==> config.mk <==
export PLATFORM = sky130hd
export DESIGN_NAME = button_step_gen
export DESIGN_NICKNAME = d
export VERILOG_FILES = /design/src/rtl/button_step_gen.sv
export SDC_FILE = /design/constraint.sdc
export NUM_CORES = 1
export LEC_CHECK = 0
export ABC_CLOCK_PERIOD_IN_PS = 3520
export BUFFER_PORTS_ARGS = -buffer_cell sky130_fd_sc_hd__buf_2
export CORE_ASPECT_RATIO = 1.75
export CORE_UTILIZATION = 56
export CTS_CLUSTER_SIZE = 28
export DETAILED_ROUTE_END_ITERATION = 12
export PLACE_DENSITY = 0.73
export SYNTH_ARGS = -nofsm -noshare
export SYNTH_HDL_FRONTEND = slang
export SYNTH_SLANG_ARGS = --single-unit
export TNS_END_PERCENT = 100
==> constraint.sdc <==
create_clock -name clk -period 3.52 [get_ports clk]
set_clock_uncertainty 0.2 [all_clocks]
set_input_delay 0.176 -clock clk [delete_from_list [all_inputs] [get_ports clk]]
set_output_delay 0.176 -clock clk [all_outputs]
set_load 0.005 [all_outputs]
==> src/rtl/button_step_gen.sv <==
`default_nettype none
// ============================================================================
//  Module   : button_step_gen
//  Purpose  : Turns the debounced level of a push-button into single-cycle
//             step strobes for the CPU single-step / manual-clock-enable
//             logic. A press gives one strobe immediately. While the button
//             stays down, auto-repeat starts HOLD_DELAY cycles after the
//             press strobe and then fires every REPEAT_PERIOD cycles.
//  Revision : 1.0  initial release
// ----------------------------------------------------------------------------
//  Parameters
//    HOLD_DELAY     cycles from the press strobe to the first repeat (>= 2)
//    REPEAT_PERIOD  cycles between repeat strobes                   (>= 2)
//  Ports
//    clk            in   system clock, rising edge
//    rst            in   synchronous reset, active-high
//    clean_button   in   debounced button level, synchronous to clk
//    enable         in   low forces IDLE and suppresses all strobes
//    step_pulse     out  registered one-cycle step strobe
//    held           out  registered, high in HOLD or REPEAT
//    repeat_active  out  registered, high in REPEAT
//    step_count     out  [15:0] strobe counter (only with STEP_COUNT_EN)
//  Build option
//    STEP_COUNT_EN  adds the wrapping 16-bit step_count output
// ============================================================================
module button_step_gen #(
  parameter int HOLD_DELAY    = 50_000_000,
  parameter int REPEAT_PERIOD = 10_000_000
) (
  input  logic        clk,
  input  logic        rst,
  input  logic        clean_button,
  input  logic        enable,
  output logic        step_pulse,
`ifdef STEP_COUNT_EN
  output logic [15:0] step_count,
`endif
  output logic        held,
  output logic        repeat_active
);

  // The counter only ever has to reach (limit-1) of the larger limit.
  localparam int c_MAX_LIMIT = (HOLD_DELAY > REPEAT_PERIOD) ? HOLD_DELAY
                                                              : REPEAT_PERIOD;
  localparam int c_CNT_W     = $clog2(c_MAX_LIMIT);

  localparam logic [c_CNT_W-1:0] c_HOLD_LAST   = c_CNT_W'(HOLD_DELAY - 1);
  localparam logic [c_CNT_W-1:0] c_REPEAT_LAST = c_CNT_W'(REPEAT_PERIOD - 1);

  typedef enum logic [1:0] {
    ST_IDLE   = 2'd0,
    ST_HOLD   = 2'd1,
    ST_REPEAT = 2'd2
  } state_t;

  state_t               r_state;
  logic [c_CNT_W-1:0]   r_count;
  logic                 r_btn_q;
  logic                 r_step_pulse;
  logic                 r_held;
  logic                 r_repeat_active;
`ifdef STEP_COUNT_EN
  logic [15:0]          r_step_count;
`endif

  // Rising edge of the debounced level. After reset r_btn_q is 0, so a
  // button still held through reset is seen as a fresh press.
  logic w_press;
  assign w_press = clean_button & ~r_btn_q;

  always_ff @(posedge clk) begin
    if (rst) begin
      r_state         <= ST_IDLE;
      r_count         <= '0;
      r_btn_q         <= 1'b0;
      r_step_pulse    <= 1'b0;
      r_held          <= 1'b0;
      r_repeat_active <= 1'b0;
`ifdef STEP_COUNT_EN
      r_step_count    <= 16'd0;
`endif
    end else begin
      // Edge history tracks the button regardless of enable or state, so
      // re-enabling with the button already down never looks like a press.
      r_btn_q      <= clean_button;
      r_step_pulse <= 1'b0;

      if (!enable) begin
        r_state         <= ST_IDLE;
        r_count         <= '0;
        r_held          <= 1'b0;
        r_repeat_active <= 1'b0;
      end else begin
        case (r_state)
          ST_IDLE: begin
            if (w_press) begin
              r_step_pulse    <= 1'b1;
              r_state         <= ST_HOLD;
              r_count         <= '0;
              r_held          <= 1'b1;
              r_repeat_active <= 1'b0;
`ifdef STEP_COUNT_EN
              r_step_count    <= r_step_count + 16'd1;
`endif
            end
          end

          ST_HOLD: begin
            // Release is checked first so it wins over a coinciding expiry.
            if (!clean_button) begin
              r_state         <= ST_IDLE;
              r_count         <= '0;
              r_held          <= 1'b0;
              r_repeat_active <= 1'b0;
            end else if (r_count == c_HOLD_LAST) begin
              r_step_pulse    <= 1'b1;
              r_state         <= ST_REPEAT;
              r_count         <= '0;
              r_held          <= 1'b1;
              r_repeat_active <= 1'b1;
`ifdef STEP_COUNT_EN
              r_step_count    <= r_step_count + 16'd1;
`endif
            end else begin
              r_count <= r_count + 1'b1;
            end
          end

          ST_REPEAT: begin
            if (!clean_button) begin
              r_state         <= ST_IDLE;
              r_count         <= '0;
              r_held          <= 1'b0;
              r_repeat_active <= 1'b0;
            end else if (r_count == c_REPEAT_LAST) begin
              r_step_pulse    <= 1'b1;
              r_count         <= '0;
`ifdef STEP_COUNT_EN
              r_step_count    <= r_step_count + 16'd1;
`endif
            end else begin
              r_count <= r_count + 1'b1;
            end
          end

          default: begin
            // Unused encoding: recover quietly to IDLE.
            r_state         <= ST_IDLE;
            r_count         <= '0;
            r_held          <= 1'b0;
            r_repeat_active <= 1'b0;
          end
        endcase
      end
    end
  end

  assign step_pulse    = r_step_pulse;
  assign held          = r_held;
  assign repeat_active = r_repeat_active;
`ifdef STEP_COUNT_EN
  assign step_count    = r_step_count;
`endif

endmodule
`default_nettype wire

==> results.cfg <==
[yosys]
synth_cells = 206
synth-main-ff-cell = sky130_fd_sc_hd__dfxtp_1
mappedNetlistNets = 215
fraction_of_registers_with_async_set_or_reset_after_synthesis_pct = 0
netlist_area_um2 = 1800
syn_area_per_cell_um2 = 8.76
synth.ff_latch_count = 31
synth_sequential_area_ratio_pct = 34.4
number_of_flops_mapped_to_enable_cells_by_yosys = 0
yosysWarnings = 0
netlist-cell-type-count = 50

[drt]
drt-met1-wl_um = 1580
drt_first_pass_iters = 4
route.detailed.drc = 0
finalWirelength_um = 4100
drt-vias-per-instance = 6.34
met3_wirelength_um = 207
top_sig_layer = met4
detailroute.via_count = 1622
wire_per_inst_um = 16.0
detail_route.iter0.violations = 62
wl_met2_um = 2180
drtAntennaViolNets = 0

[layout]
layout.cells.most_common = sky130_fd_sc_hd__dfxtp_1
final_core_util_pct = 64.6
layout.cells.non_filler = 256
syn_to_final_growth_pct = 7.21
fillCellCount = 285
n_antenna_cell = 0
mostFrequentLayoutCells = sky130_fd_sc_hd__dfxtp_1 (31), sky130_fd_sc_hd__nor2_1 (23), sky130_fd_sc_hd__nand2_1 (18), sky130_fd_sc_hd__nand3_1 (12), sky130_fd_sc_hd__xor2_1 (12)
drive_above_1_share_pct = 12.1
nNetsFinal = 224

[sta]
rsz_0062_raised_after_global_routing = no
timing.final.crit_share_pct = 66.6
period_needed_ps = 2340
totalNegativeSetupSlack_ps = 0
fmax_ghz = 0.427
timing_hold_violations_final = 0
slew-limit-headroom_pct = 48.1
finalMaxSlewViolations = 0
tightestPinTransition_ps = 772
setup_viol_count_final = 0

[floorplan]
core-area_um2 = 2990
die-height_um = 77.1
die_w_um = 44.9
io-pin-count = 7
rows = 26
initial_cell_density_of_the_core_pct = 60.3
dieArea_um2 = 3460

[run_status]
run_status = completed

[cts]
h-tree-depth = 2
clockBufferDepth = 2
cts_inserted_buffers = 5
clk_latency_ps = 290
tritoncts_num_sinks = 31
tritoncts_clock_tree = done
clk_transition_reported_paths_ps = 60
clock_tree.root_cell = sky130_fd_sc_hd__clkbuf_8
post_cts_resize_count = 0

[setup_path]
regToRegStartpoint = r_count[0]
r2r_slack_ps = 1180
crit_family = compound AO/OA/AOI/OAI gates
critical-path-max-stage-delay_ps = 630
worst_setup_path_start_kind = flop
worst-endpoint-required_ps = 3460
worst-path-buf-inv = 0
critPathSlowestCell = sky130_fd_sc_hd__o31ai_4
worst-setup-path-type = flop to flop
crit_path_cell_trace = ha_1, and4_1, and4_4, a21oi_4, o31ai_4, nor2_1
crit_path_arrival_time_ps = 2290
worst-path-max-fanout = 18
worst-r2r-cell-count = 6
r2r_end = r_count[18]
worstSetupEndpointType = flop

[global_routing]
grt_first_pass_wirelength_um = 6890
grt_start_max_net_pins = 19
track_usage_pct = 26.8
initial_antenna_violation_count = 0
grt_residual_overflow = 0
vias_in_the_first_global_route = 1551

[job]
max-cap-violations = 0

[pwr]
power-per-cell-area_nw_per_um2 = 339
power.leakage_nw = 0.612
finalPower_mw = 0.655
worst_vdd_ir_mv = 0.323

[place]
port_buffers = 6
dpl.cell_count = 249
finalWeightedCongestion = 0.892
hpwl_um = 3100

[worst_hold_path]
min_delay_worst_endpoint = r_btn_q
timing.hold.worst_path_depth = 2
holdCritStartpoint = clean_button
hold_class = input pin to flop
-- cells in the mapped netlist (all sizes together), types with 2 or more instances --
library cell   n  share of area, %
nand2         18               3.7
nand3         13               3.9
clkbuf         2              0.42
o221ai         3               1.5
a21oi         12               4.2
nor3          10               3.1
nor2b          3               1.0
and4           7               3.5
a211oi         2              0.83
o21ai          8               2.2
a2111oi        2               2.4
and2           4               1.5
nor4b          5               3.1
dfxtp         31                34
o211ai         3               1.2
xor2          12               5.8
ha             5               3.5
xnor2          6               2.9
nor4           2               1.0
nand4          7               2.4
inv            4              0.83
nor2          23               4.8
buf            3               1.5
nor3b          2              0.83
a31oi          3               1.0
nand2b         2               1.1
and3           3               1.0
-- routing by layer --
metal,track usage [%],up-vias
li1,-,779
met1,27.7,771
met2,44.3,57
met3,7.76,15
met4,17.9,0
met5,0,-
-- sequential cells by signal (all words and copies together) (netlist names) --
register,cells
r_count,26
r_state,2
step_pulse,1
held,1
r_btn_q,1
-- layout make-up --
| type | instances | area, um2 | share of cell area (%) |
|---|---|---|---|
| Sequential cell | 31 | 621 | 32.1 |
| Tap cell | 42 | 52.6 | 2.72 |
| Inverter | 4 | 15.0 | 0.776 |
| Timing Repair Buffer | 7 | 40.0 | 2.07 |
| Clock buffer | 6 | 72.6 | 3.75 |
| Multi-Input combinational cell | 166 | 1130 | 58.6 |
-- kinds of logic after synthesis --
group | count (synthesis) | share of synthesized area (%)
xor gates and xnor gates | 18 | 8.74
DFF | 31 | 34.4
muxes | 1 | 0.624
and+or+nand+nor | 106 | 34.7
adders and majority gates | 5 | 3.47
AOI/OAI and AO/OA | 36 | 15.3
buffers and inverters | 9 | 2.77
-- report_power, final --
part | switching [mW] | leakage, nW | internal (mW)
Combinational | 0.0306 | 0.325 | 0.0140
Clock | 0.124 | 0.0371 | 0.131
Sequential | 0.00172 | 0.250 | 0.353
Total | 0.156 | 0.612 | 0.499
-- metrics by stage --
step           setup slack (ps)  hold WS [ps]  cell area, um2
5_1_grt                     979          18.5            1930
6_report                   1180          26.3            1930
4_1_cts                    1150          21.4            1930
3_3_place_gp               1260           156            1850
3_5_place_dp               1140           184            1850
2_1_floorplan              1450          47.6            1800
-- worst max path at each step --
stage,startpoint,endpoint,slack (ps),depth (start not counted)
after floorplan,r_state[1],r_count[8],1450,8
after global placement,r_count[0],r_count[22],1260,6
after detailed placement,r_count[0],r_count[18],1140,6
after CTS,r_count[0],r_count[18],1150,6
after global routing,r_count[0],r_count[23],980,6
final,r_count[0],r_count[18],1180,6
-- what timing repair did --
action,CTS,global route
endpoints found under the hold margin,1,0
hold buffers,1,0
setup endpoints to repair,0,0
buffers inserted,0,0
Power figures use the tool's default switching activity.
